==> src/rtl/fadd_accum_ctrl.sv <==
// fadd_accum_ctrl
//   Reduces a stream of IEEE-754 single-precision operands to one sum by
//   driving an external combinational float adder with the running
//   accumulator and each new operand, then capturing the result.
//
// Ports
//   clk, rst_n            clock (rising edge), asynchronous active-low reset
//   in_valid/in_ready     operand handshake; in_data operand, in_last marks
//                         the final element of the reduction
//   add_a/add_b           to adder (accumulator, new operand)
//   add_res/add_ovf       from adder (result, overflow flag)
//   out_valid/out_ready   result handshake; out_sum, out_count (saturating
//                         element count), out_ovf (sticky adder overflow)
//
// state  | meaning
// ACCEPT | waiting for an operand; in_ready high
// EXEC   | adder settling on add_a/add_b; result captured at cycle end
// DONE   | final sum presented; waiting for out_ready
module fadd_accum_ctrl #(
  parameter int CNT_W = 16
) (
  input  logic             clk,
  input  logic             rst_n,
  input  logic             in_valid,
  output logic             in_ready,
  input  logic [31:0]      in_data,
  input  logic             in_last,
  output logic [31:0]      add_a,
  output logic [31:0]      add_b,
  input  logic [31:0]      add_res,
  input  logic             add_ovf,
  output logic             out_valid,
  input  logic             out_ready,
  output logic [31:0]      out_sum,
  output logic [CNT_W-1:0] out_count,
  output logic             out_ovf
);

  typedef enum logic [1:0] {ACCEPT, EXEC, DONE} state_t;

  state_t           state_q, state_d;
  logic [31:0]      add_a_q, add_a_d;
  logic [31:0]      add_b_q, add_b_d;
  logic [31:0]      acc_q, acc_d;
  logic [31:0]      out_sum_q, out_sum_d;
  logic [CNT_W-1:0] count_q, count_d;
  logic [CNT_W-1:0] out_count_q, out_count_d;
  logic             ovf_q, ovf_d;
  logic             out_ovf_q, out_ovf_d;
  logic             last_q, last_d;

  logic [31:0]      acc_new;
  logic             ovf_new;
  logic [CNT_W-1:0] count_inc;

  always_ff @(posedge clk or negedge rst_n) begin
    if (!rst_n) begin
      state_q     <= ACCEPT;
      add_a_q     <= '0;
      add_b_q     <= '0;
      acc_q       <= '0;
      out_sum_q   <= '0;
      count_q     <= '0;
      out_count_q <= '0;
      ovf_q       <= 1'b0;
      out_ovf_q   <= 1'b0;
      last_q      <= 1'b0;
    end else begin
      state_q     <= state_d;
      add_a_q     <= add_a_d;
      add_b_q     <= add_b_d;
      acc_q       <= acc_d;
      out_sum_q   <= out_sum_d;
      count_q     <= count_d;
      out_count_q <= out_count_d;
      ovf_q       <= ovf_d;
      out_ovf_q   <= out_ovf_d;
      last_q      <= last_d;
    end
  end

  always_comb begin
    // The first element of a reduction bypasses the adder so the sum is
    // bit-exact to the operand (no 0 + x rounding or -0 sign issues).
    acc_new   = (count_q == '0) ? add_b_q : add_res;
    ovf_new   = (count_q == '0) ? ovf_q : (ovf_q | add_ovf);
    count_inc = (count_q == '1) ? count_q : count_q + CNT_W'(1);

    state_d     = state_q;
    add_a_d     = add_a_q;
    add_b_d     = add_b_q;
    acc_d       = acc_q;
    out_sum_d   = out_sum_q;
    count_d     = count_q;
    out_count_d = out_count_q;
    ovf_d       = ovf_q;
    out_ovf_d   = out_ovf_q;
    last_d      = last_q;

    case (state_q)
      ACCEPT: begin
        if (in_valid) begin
          add_a_d = acc_q;
          add_b_d = in_data;
          last_d  = in_last;
          state_d = EXEC;
        end
      end
      EXEC: begin
        acc_d   = acc_new;
        ovf_d   = ovf_new;
        count_d = count_inc;
        if (last_q) begin
          out_sum_d   = acc_new;
          out_count_d = count_inc;
          out_ovf_d   = ovf_new;
          state_d     = DONE;
        end else begin
          state_d = ACCEPT;
        end
      end
      DONE: begin
        if (out_ready) begin
          acc_d   = '0;
          count_d = '0;
          ovf_d   = 1'b0;
          last_d  = 1'b0;
          state_d = ACCEPT;
        end
      end
      default: state_d = ACCEPT;
    endcase
  end

  assign in_ready  = (state_q == ACCEPT);
  assign out_valid = (state_q == DONE);
  assign add_a     = add_a_q;
  assign add_b     = add_b_q;
  assign out_sum   = out_sum_q;
  assign out_count = out_count_q;
  assign out_ovf   = out_ovf_q;

endmodule

==> config.mk <==
export PLATFORM = sky130hd
export DESIGN_NAME = fadd_accum_ctrl
export DESIGN_NICKNAME = d
export VERILOG_FILES = /design/src/rtl/fadd_accum_ctrl.sv
export SDC_FILE = /design/constraint.sdc
export NUM_CORES = 1
export LEC_CHECK = 0
export ABC_AREA = 1
export BUFFER_PORTS_ARGS = -buffer_cell sky130_fd_sc_hd__buf_2
export CORE_UTILIZATION = 45
export CTS_BUF_LIST = sky130_fd_sc_hd__clkbuf_16
export DETAILED_ROUTE_END_ITERATION = 8
export HOLD_SLACK_MARGIN = 0.08
export PLACE_DENSITY = 0.73
export SLEW_MARGIN = 20
export SYNTH_ARGS = -nofsm -noshare
export SYNTH_HDL_FRONTEND = slang
export SYNTH_SLANG_ARGS = --single-unit
==> constraint.sdc <==
create_clock -name clk -period 2.24 [get_ports clk]
set_input_delay 0.448 -clock clk [delete_from_list [all_inputs] [get_ports clk]]
set_output_delay 0.448 -clock clk [all_outputs]
set_load 0.005 [all_outputs]
==> results of run 1 <==
==> layer usage <==
metal  up-vias  routed length (um)
met5         -                   0
met4         0                 476
met3        40                1155
met2       210                8961
met1      2974                8379
li1       3135                   -
==> state kept, by name (all words and copies together), names as in the netlist <==
signal	cells
acc_q	32
add_a	32
add_b	32
out_sum	32
count_q	16
out_count	16
state_q	2
last_q	1
out_ovf	1
ovf_q	1
==> metrics by stage <==
step	util, %	std cells	hold WS, ns
3_5_place_dp	53.76	1260	0.4242
4_1_cts	57.19	1292	0.2055
5_1_grt	57.19	1292	0.2286
3_3_place_gp	53.76	1260	0.4270
6_report	57.19	1292	0.2222
2_1_floorplan	-	885	0.1524
==> final cells by class <==
type	instances	share of cell area [%]
clock buffers	17	4.649
multi-input cells	556	28.73
well taps	216	2.954
flip-flops and latches	165	45.13
repair buffers	201	12.24
clock inverters	14	1.231
inverters	123	5.073
==> timing repair <==
| item | CTS | global route |
|---|---|---|
| hold buffers | 1 | 0 |
| gates resized for setup | 0 | 0 |
| setup endpoints to repair | 0 | 0 |
| endpoints found under the hold margin | 44 | 0 |
==> cells by family (layout without fill, tap and decap cells) <==
family	count (synthesis)	after routing	synth area share, %
AOI/OAI and AO/OA	112	112	7.714
xor gates and xnor gates	4	4	0.4716
adders and majority gates	2	2	0.3368
buffers and inverters	164	355	9.163
DFF	165	165	55.58
and+or+nand+nor	438	438	26.73
==> power by group through the flow <==
stage                     registers (uW)  logic (uW)  clock network [uW]
final                               5180        7060                2700
after global routing                5360        7930                2870
after CTS                           5180        7090                2750
after detailed placement            5200        7040                   0
after global placement              5180        6910                   0
after floorplan                     5190        4530                   0
==> path summary, 6_finish.rpt <==
path	startpoint	endpoint	slack [ns]	cells after the start
setup / recovery	count_q[0]$_DFFE_PN0P_	out_ovf$_DFFE_PN0P_	0.30	9
hold / removal	out_ready	state_q[1]$_DFFE_PN0P_	0.22	2
setup reg to reg	count_q[0]$_DFFE_PN0P_	out_ovf$_DFFE_PN0P_	0.30	9
hold reg to reg	out_count[15]$_DFFE_PN0P_	out_count[15]$_DFFE_PN0P_	0.47	2
max in group asynchronous	rst_n	add_b[30]$_DFFE_PN0P_	1.04	3
min in group asynchronous	rst_n	add_a[6]$_DFFE_PN0P_	0.52	2
==> layout by cell type, fill, tap and decap left out <==
cell / instances
nand4_1: 3
inv_1: 118
clkinv_2: 3
nand2_2: 36
dfrtp_1: 165
nand2_1: 248
clkbuf_16: 17
inv_4: 1
nand3b_1: 1
nand3_2: 5
a21oi_1: 2
bufinv_16: 1
nor2_4: 5
clkinv_1: 3
nand2_4: 2
nor2_8: 1
inv_2: 5
o21bai_1: 4
clkinv_4: 4
o21ai_0: 60
nor2_1: 20
xor2_1: 4
nor2_2: 2
dlygate4sd3_1: 1
buf_6: 1
nand3_1: 114
ha_1: 2
o31ai_1: 1
or2_2: 1
buf_12: 5
buf_2: 183
o21ai_1: 45
inv_6: 2
buf_4: 11
==> run summary, run 1 <==
Outcome
• result of the run: complete, no violations

Setup path
• top fanout value on the critical path: 33
• kind of start point of the critical path: flip-flop
• critical path's largest stage delay: 0.45 ns
• path type of the worst setup path: flip-flop to flip-flop
• worst path cell trace: inv_1, ha_1, nand3_1, nor2_4, nand2_4, nand2_1, nand2_1, nand2_1, nand2_1
• largest delay contributor family on the critical path: simple AND/OR/NAND/NOR gates
• kind of end point of the critical path: flip-flop
• cell mode on critical path: nand2_1
• worst path buffer plus inverter count: 1
• Worst path slowest cell: dfrtp_1
• Crit path required time: 2.55 ns
• critical path arrival: 2.24 ns

Placed design
• routability congestion estimate from global placement: 0.9053
• placed cell area: 0.008602 mm2
• half-perimeter wire length after detailed placement: 12,960 um
• post-placement setup slack: 0.3447 ns
• number of input and output port buffers inserted: 184

Timing
• RSZ-0062 raised after global routing: false
• crit path time final: 1.935 ns
• final hold violation count: 0
• Fin Clk Skew: 0.008704 ns
• Tcrit/Tclk final: 86.40%
• setup_tns: 0 ns
• post-route worst setup slack: 0.3047 ns
• relative max-transition margin: 59.60%
• maximum operating frequency: 516.7 MHz
• Max Transition Viols Final: 0
• transition time of the tightest slew-check pin: 0.6060 ns
• number of endpoints failing setup at the final stage: 0

GRT
• number of global-route vias before repair: 6,228
• met3 Use GR: 5.415%
• global-route total usage across every layer: 23.73%
• overall overflow remaining after global route: 0
• number of antenna violations at the first check in global routing: 0
• most heavily used metal layer in global routing: met2
• met1 Use GR: 31.60%
• global routing met2 resource utilization: 37.50%
• largest net degree at the start of global routing: 61
• wire length of the first global-routing pass: 30,990 um

Pwr
• worst vdd rail ir drop: 1.266 mV
• internal portion of total power: 8388 uW
• sequential group share of total power: 34.7%
• Switching Fraction: 43.83%
• Leak Pwr: 0.005046 uW
• total power: 14,930 uW
• clock power share: 18.1%
• logic gate share of total power: 47.3%
• switching pwr: 6545 uW
• power per standard cell area: 1632 mW/mm2

Floorplan
• die outline height: 130.5 um
• die width: 130.5 um
• row count: 46
• effective utilization at floorplan: 46.43%
• CORE AREA: 0.01600 mm2
• I/O pin cnt: 185
• overall die area: 0.01703 mm2

Final layout
• FF+latch area: 0.004129 mm2
• summed area of non-filler cells in the final layout: 0.009150 mm2
• Area growth, synth to finish: 23.18%
• combined area of the multi-input logic cells: 0.002629 mm2
• share of post-route cells with drive strength above 1: 26.49%
• diode insertion count for antenna repair: 0
• total of fill cells in the finished design: 1,496
• NumNets Final: 1,136

Clock tree
• CTS tree: yes
• later-pin clock latency in the skew report: 0.43 ns
• Num CTS Buffers: 17
• clk slew on worst S/H paths: 0.06 ns
• largest buffer count on any clock path: 2
• number of setup buffers added after CTS: 0
• number of clock sinks: 165
• cell at the root of the clock tree: clkbuf_16
• count of H-tree levels built during CTS: 4

Synthesis
• top-count cell post-synth: nand2_1
• ranking of synthesized cells by instance count: nand2_1 (249), dfrtp_1 (165), inv_1 (117), nand3_1 (114), o21ai_0 (60)
• fraction of the yosys area taken by sequential cells: 55.58%
• number of enable flip-flop cells after synthesis: 0
• cell area after technology mapping: 0.007428 mm2
• Synth top area share: 55.58%
• share of flip-flops with an asynchronous set or reset after synthesis: 100.0%
• Synth Area per Inst: 8.394 um2
• largest area contributor in the synthesized netlist: dfrtp_1
• count of synthesis-stage warnings from yosys: 0
• most instantiated flip-flop cell in the synthesis netlist: dfrtp_1
• register bit total from synthesis: 165
• synth top area cells: dfrtp_1 (56%), nand2_1 (13%), nand3_1 (7.7%)
• Synth Net Count: 957
• number of library cell types mapped by synthesis: 28
• cells after synthesis: 885

Drt
• mean routed wirelength per cell: 14.68 um
• DR iter-0 viols: 437
• final WL: 18,970 um
• number of iterations in the first detailed-routing pass: 5
• number of vias after detailed routing: 6,359
• number of vias per cell after detailed routing: 4.922
• post-detailed-route DRC marker count: 0
• post-detailed-route count of antenna-violating nets: 0

Job
• max-cap violations: 0

Hold path
• class of the most critical hold timing path: primary input to flip-flop

Power figures use the tool's default switching activity.
==> run 2: changes to the inputs <==
--- a/config.mk
+++ b/config.mk
@@ -5,13 +5,12 @@
 export SDC_FILE = /design/constraint.sdc
 export NUM_CORES = 1
 export LEC_CHECK = 0
-export ABC_AREA = 1
 export BUFFER_PORTS_ARGS = -buffer_cell sky130_fd_sc_hd__buf_2
 export CORE_UTILIZATION = 45
 export CTS_BUF_LIST = sky130_fd_sc_hd__clkbuf_16
 export DETAILED_ROUTE_END_ITERATION = 8
 export HOLD_SLACK_MARGIN = 0.08
-export PLACE_DENSITY = 0.73
+export PLACE_DENSITY = 0.74
 export SLEW_MARGIN = 20
 export SYNTH_ARGS = -nofsm -noshare
 export SYNTH_HDL_FRONTEND = slang
==> constraint.sdc (replaced) <==
create_clock -name clk -period 2.21 [get_ports clk]
set_input_delay 0.442 -clock clk [delete_from_list [all_inputs] [get_ports clk]]
set_output_delay 0.442 -clock clk [all_outputs]
set_load 0.005 [all_outputs]
==> run 2 against run 1 <==
Compared with the run above:
- die area fell by 4.5%
- critical path depth fell by 2
- synthesized cell count decreased by 31%
- worst hold slack better by 0.031 ns
- clock-buffer cell count unchanged
- worst setup slack worse by 0.097 ns
- global-route usage fell by 2.4 points
- wire length decreased by 14%
==> run summary, run 2 <==
Drt
• final WL: 16,310 um
• post-detailed-route DRC marker count: 0
• post-detailed-route count of antenna-violating nets: 0
• DR iter-0 viols: 309
• mean routed wirelength per cell: 16.15 um
• number of vias per cell after detailed routing: 5.271
• number of iterations in the first detailed-routing pass: 4
• number of vias after detailed routing: 5,324

Setup path
• kind of end point of the critical path: flip-flop
• Crit path required time: 2.50 ns
• kind of start point of the critical path: flip-flop
• top fanout value on the critical path: 18
• worst flop-to-flop path endpoint: out_sum[0]$_DFFE_PN0P_
• path type of the worst setup path: flip-flop to flip-flop
• cells on worst reg2reg path: 7
• register-to-register path setup slack: 0.21 ns
• critical path arrival: 2.29 ns
• worst reg2reg startpoint: count_q[0]$_DFFE_PN0P_

Floorplan
• overall die area: 0.01626 mm2
• die outline height: 127.5 um
• I/O pin cnt: 185
• CORE AREA: 0.01531 mm2
• row count: 45
• die width: 127.5 um
• effective utilization at floorplan: 46.28%

Final layout
• total of fill cells in the finished design: 1,377
• non-filler instance count after layout: 1,010
• FF+latch area: 0.004129 mm2
• summed area of non-filler cells in the final layout: 0.008755 mm2
• most common cell after layout, fill and taps aside: buf_2
• commonest cells after routing, fill and taps aside: buf_2 (183), dfrtp_1 (165), nand2_1 (87)
• share of post-route cells with drive strength above 1: 37.55%
• diode insertion count for antenna repair: 0
• Area growth, synth to finish: 23.51%
• combined area of the multi-input logic cells: 0.002681 mm2
• NumNets Final: 858

Timing
• number of endpoints failing setup at the final stage: 0
• relative max-transition margin: 64.00%
• Fin Clk Skew: 0.01002 ns
• final hold violation count: 0
• maximum operating frequency: 499.3 MHz
• post-route worst setup slack: 0.2073 ns
• RSZ-0062 raised after global routing: false
• transition time of the tightest slew-check pin: 0.5401 ns
• setup_tns: 0 ns
• crit path time final: 2.003 ns
• Max Transition Viols Final: 0
• Tcrit/Tclk final: 90.62%

Pwr
• Leak Pwr: 0.004351 uW
• power per standard cell area: 1441 mW/mm2
• total power: 12,620 uW
• worst vdd rail ir drop: 0.7702 mV

GRT
• largest net degree at the start of global routing: 66
• wire length of the first global-routing pass: 27,080 um
• global-route total usage across every layer: 21.37%
• overall overflow remaining after global route: 0
• number of global-route vias before repair: 5,302
• number of antenna violations at the first check in global routing: 0

Hold path
• class of the most critical hold timing path: primary input to flip-flop
• Worst Min Path Start: in_data[6]
• hold endpoint: add_b[6]$_DFFE_PN0P_
• worst hold path depth: 2

Job
• max-cap violations: 0

Synthesis
• cell area after technology mapping: 0.007088 mm2
• Synth Net Count: 686
• number of enable flip-flop cells after synthesis: 0
• top-count cell post-synth: dfrtp_1
• most instantiated flip-flop cell in the synthesis netlist: dfrtp_1
• synth top area cells: dfrtp_1 (58%), mux2_2 (10%), mux2i_1 (4.7%)
• share of flip-flops with an asynchronous set or reset after synthesis: 100.0%
• Synth top area share: 58.25%
• largest area contributor in the synthesized netlist: dfrtp_1
• register bit total from synthesis: 165
• Synth Area per Inst: 11.54 um2
• ranking of synthesized cells by instance count: dfrtp_1 (165), nand2_1 (88), mux2_2 (64), o21ai_1 (50), o21ai_0 (34)
• cells after synthesis: 614
• number of library cell types mapped by synthesis: 45
• fraction of the yosys area taken by sequential cells: 58.25%
• count of synthesis-stage warnings from yosys: 0

Clock tree
• Post-CTS Resized: 0
• clk slew on worst S/H paths: 0.06 ns
• largest buffer count on any clock path: 2
• CTS tree: yes
• later-pin clock latency in the skew report: 0.42 ns
• count of H-tree levels built during CTS: 4
• number of clock sinks: 165
• Num CTS Buffers: 17
• cell at the root of the clock tree: clkbuf_16

Placed design
• placed cell area: 0.008194 mm2
• routability congestion estimate from global placement: 0.8710
• half-perimeter wire length after detailed placement: 10,820 um
• total instance count after detailed placement: 977
• post-placement setup slack: 0.2148 ns
• number of input and output port buffers inserted: 184

Outcome
• result of the run: complete, no violations

[run 2: cell count changes in the layout (fill, tap and decap cells not counted), moves of 15 or more]
cell | before | now
a31oi_1 | 0 | 15
inv_1 | 118 | 13
mux2_2 | 0 | 64
mux2i_1 | 0 | 33
nand2_1 | 248 | 87
nand2_2 | 36 | 1
nand3_1 | 114 | 7
o21ai_0 | 60 | 34
[run 2: critical path, stage by stage (launching register included)]
cell,delay (ns)
dfrtp_1,0.46
inv_1,0.11
ha_1,0.20
nor4b_1,0.14
nand4_1,0.14
buf_4,0.37
mux2i_1,0.33
o21ai_0,0.13
[run 2: cell type report]
class	count	share of cell area, %
clock buffers	17	4.859
clock inverters	15	1.429
inverters	8	0.3430
multi-input cells	394	30.63
flip-flops and latches	165	47.16
well taps	211	3.016
repair buffers	200	12.56
[run 2: power by group]
| group | internal (uW) | total (uW) | switching (uW) |
|---|---|---|---|
| Combinational | 2210 | 4460 | 2250 |
| Sequential | 4410 | 5370 | 962 |
| Clock | 1630 | 2780 | 1150 |
[run 2: repair_timing]
| item | 4_1_cts | 5_1_grt |
|---|---|---|
| hold buffers | 1 | 0 |
| setup endpoints to repair | 0 | 0 |
| buffers inserted | 0 | 0 |
| hold endpoints to repair | 39 | 0 |
[run 2: kinds of logic after synthesis]
kind of cell,synth area share [%]
flops,58.25
xor+xnor,0.3708
buf+inv,4.060
simple gates,10.89
compound gates,11.24
mux,14.83
fa+ha+maj,0.3530
[run 2: per-stage QoR]
stage / utilization, % / hold WS (ns)
after floorplan: - / 0.1464
after global placement: 53.50 / 0.3858
after detailed placement: 53.50 / 0.3825
after CTS: 57.17 / 0.2365
after global routing: 57.17 / 0.2342
final: 57.17 / 0.2530
[run 2: how the worst max path moves through the flow]
stage | slack [ns] | end | from
floorplan | 0.44 | count_q[4]$_DFFE_PN0P_ | count_q[0]$_DFFE_PN0P_
detailed placement | 0.21 | out_sum[0]$_DFFE_PN0P_ | count_q[0]$_DFFE_PN0P_
finish | 0.21 | out_sum[0]$_DFFE_PN0P_ | count_q[0]$_DFFE_PN0P_
global route | 0.03 | out_sum[0]$_DFFE_PN0P_ | count_q[0]$_DFFE_PN0P_
global placement | 0.26 | out_sum[0]$_DFFE_PN0P_ | count_q[0]$_DFFE_PN0P_
CTS | 0.20 | out_sum[0]$_DFFE_PN0P_ | count_q[0]$_DFFE_PN0P_
[run 2: routing by layer]
metal  global-route usage (%)  share of wire [%]  vias to the layer above
li1                         -                  -                     2530
met1                    27.64                 44                     2611
met2                    34.75                 48                      160
met3                    6.114                5.8                       23
met4                    6.793                1.9                        0
met5                        0                  0                        -
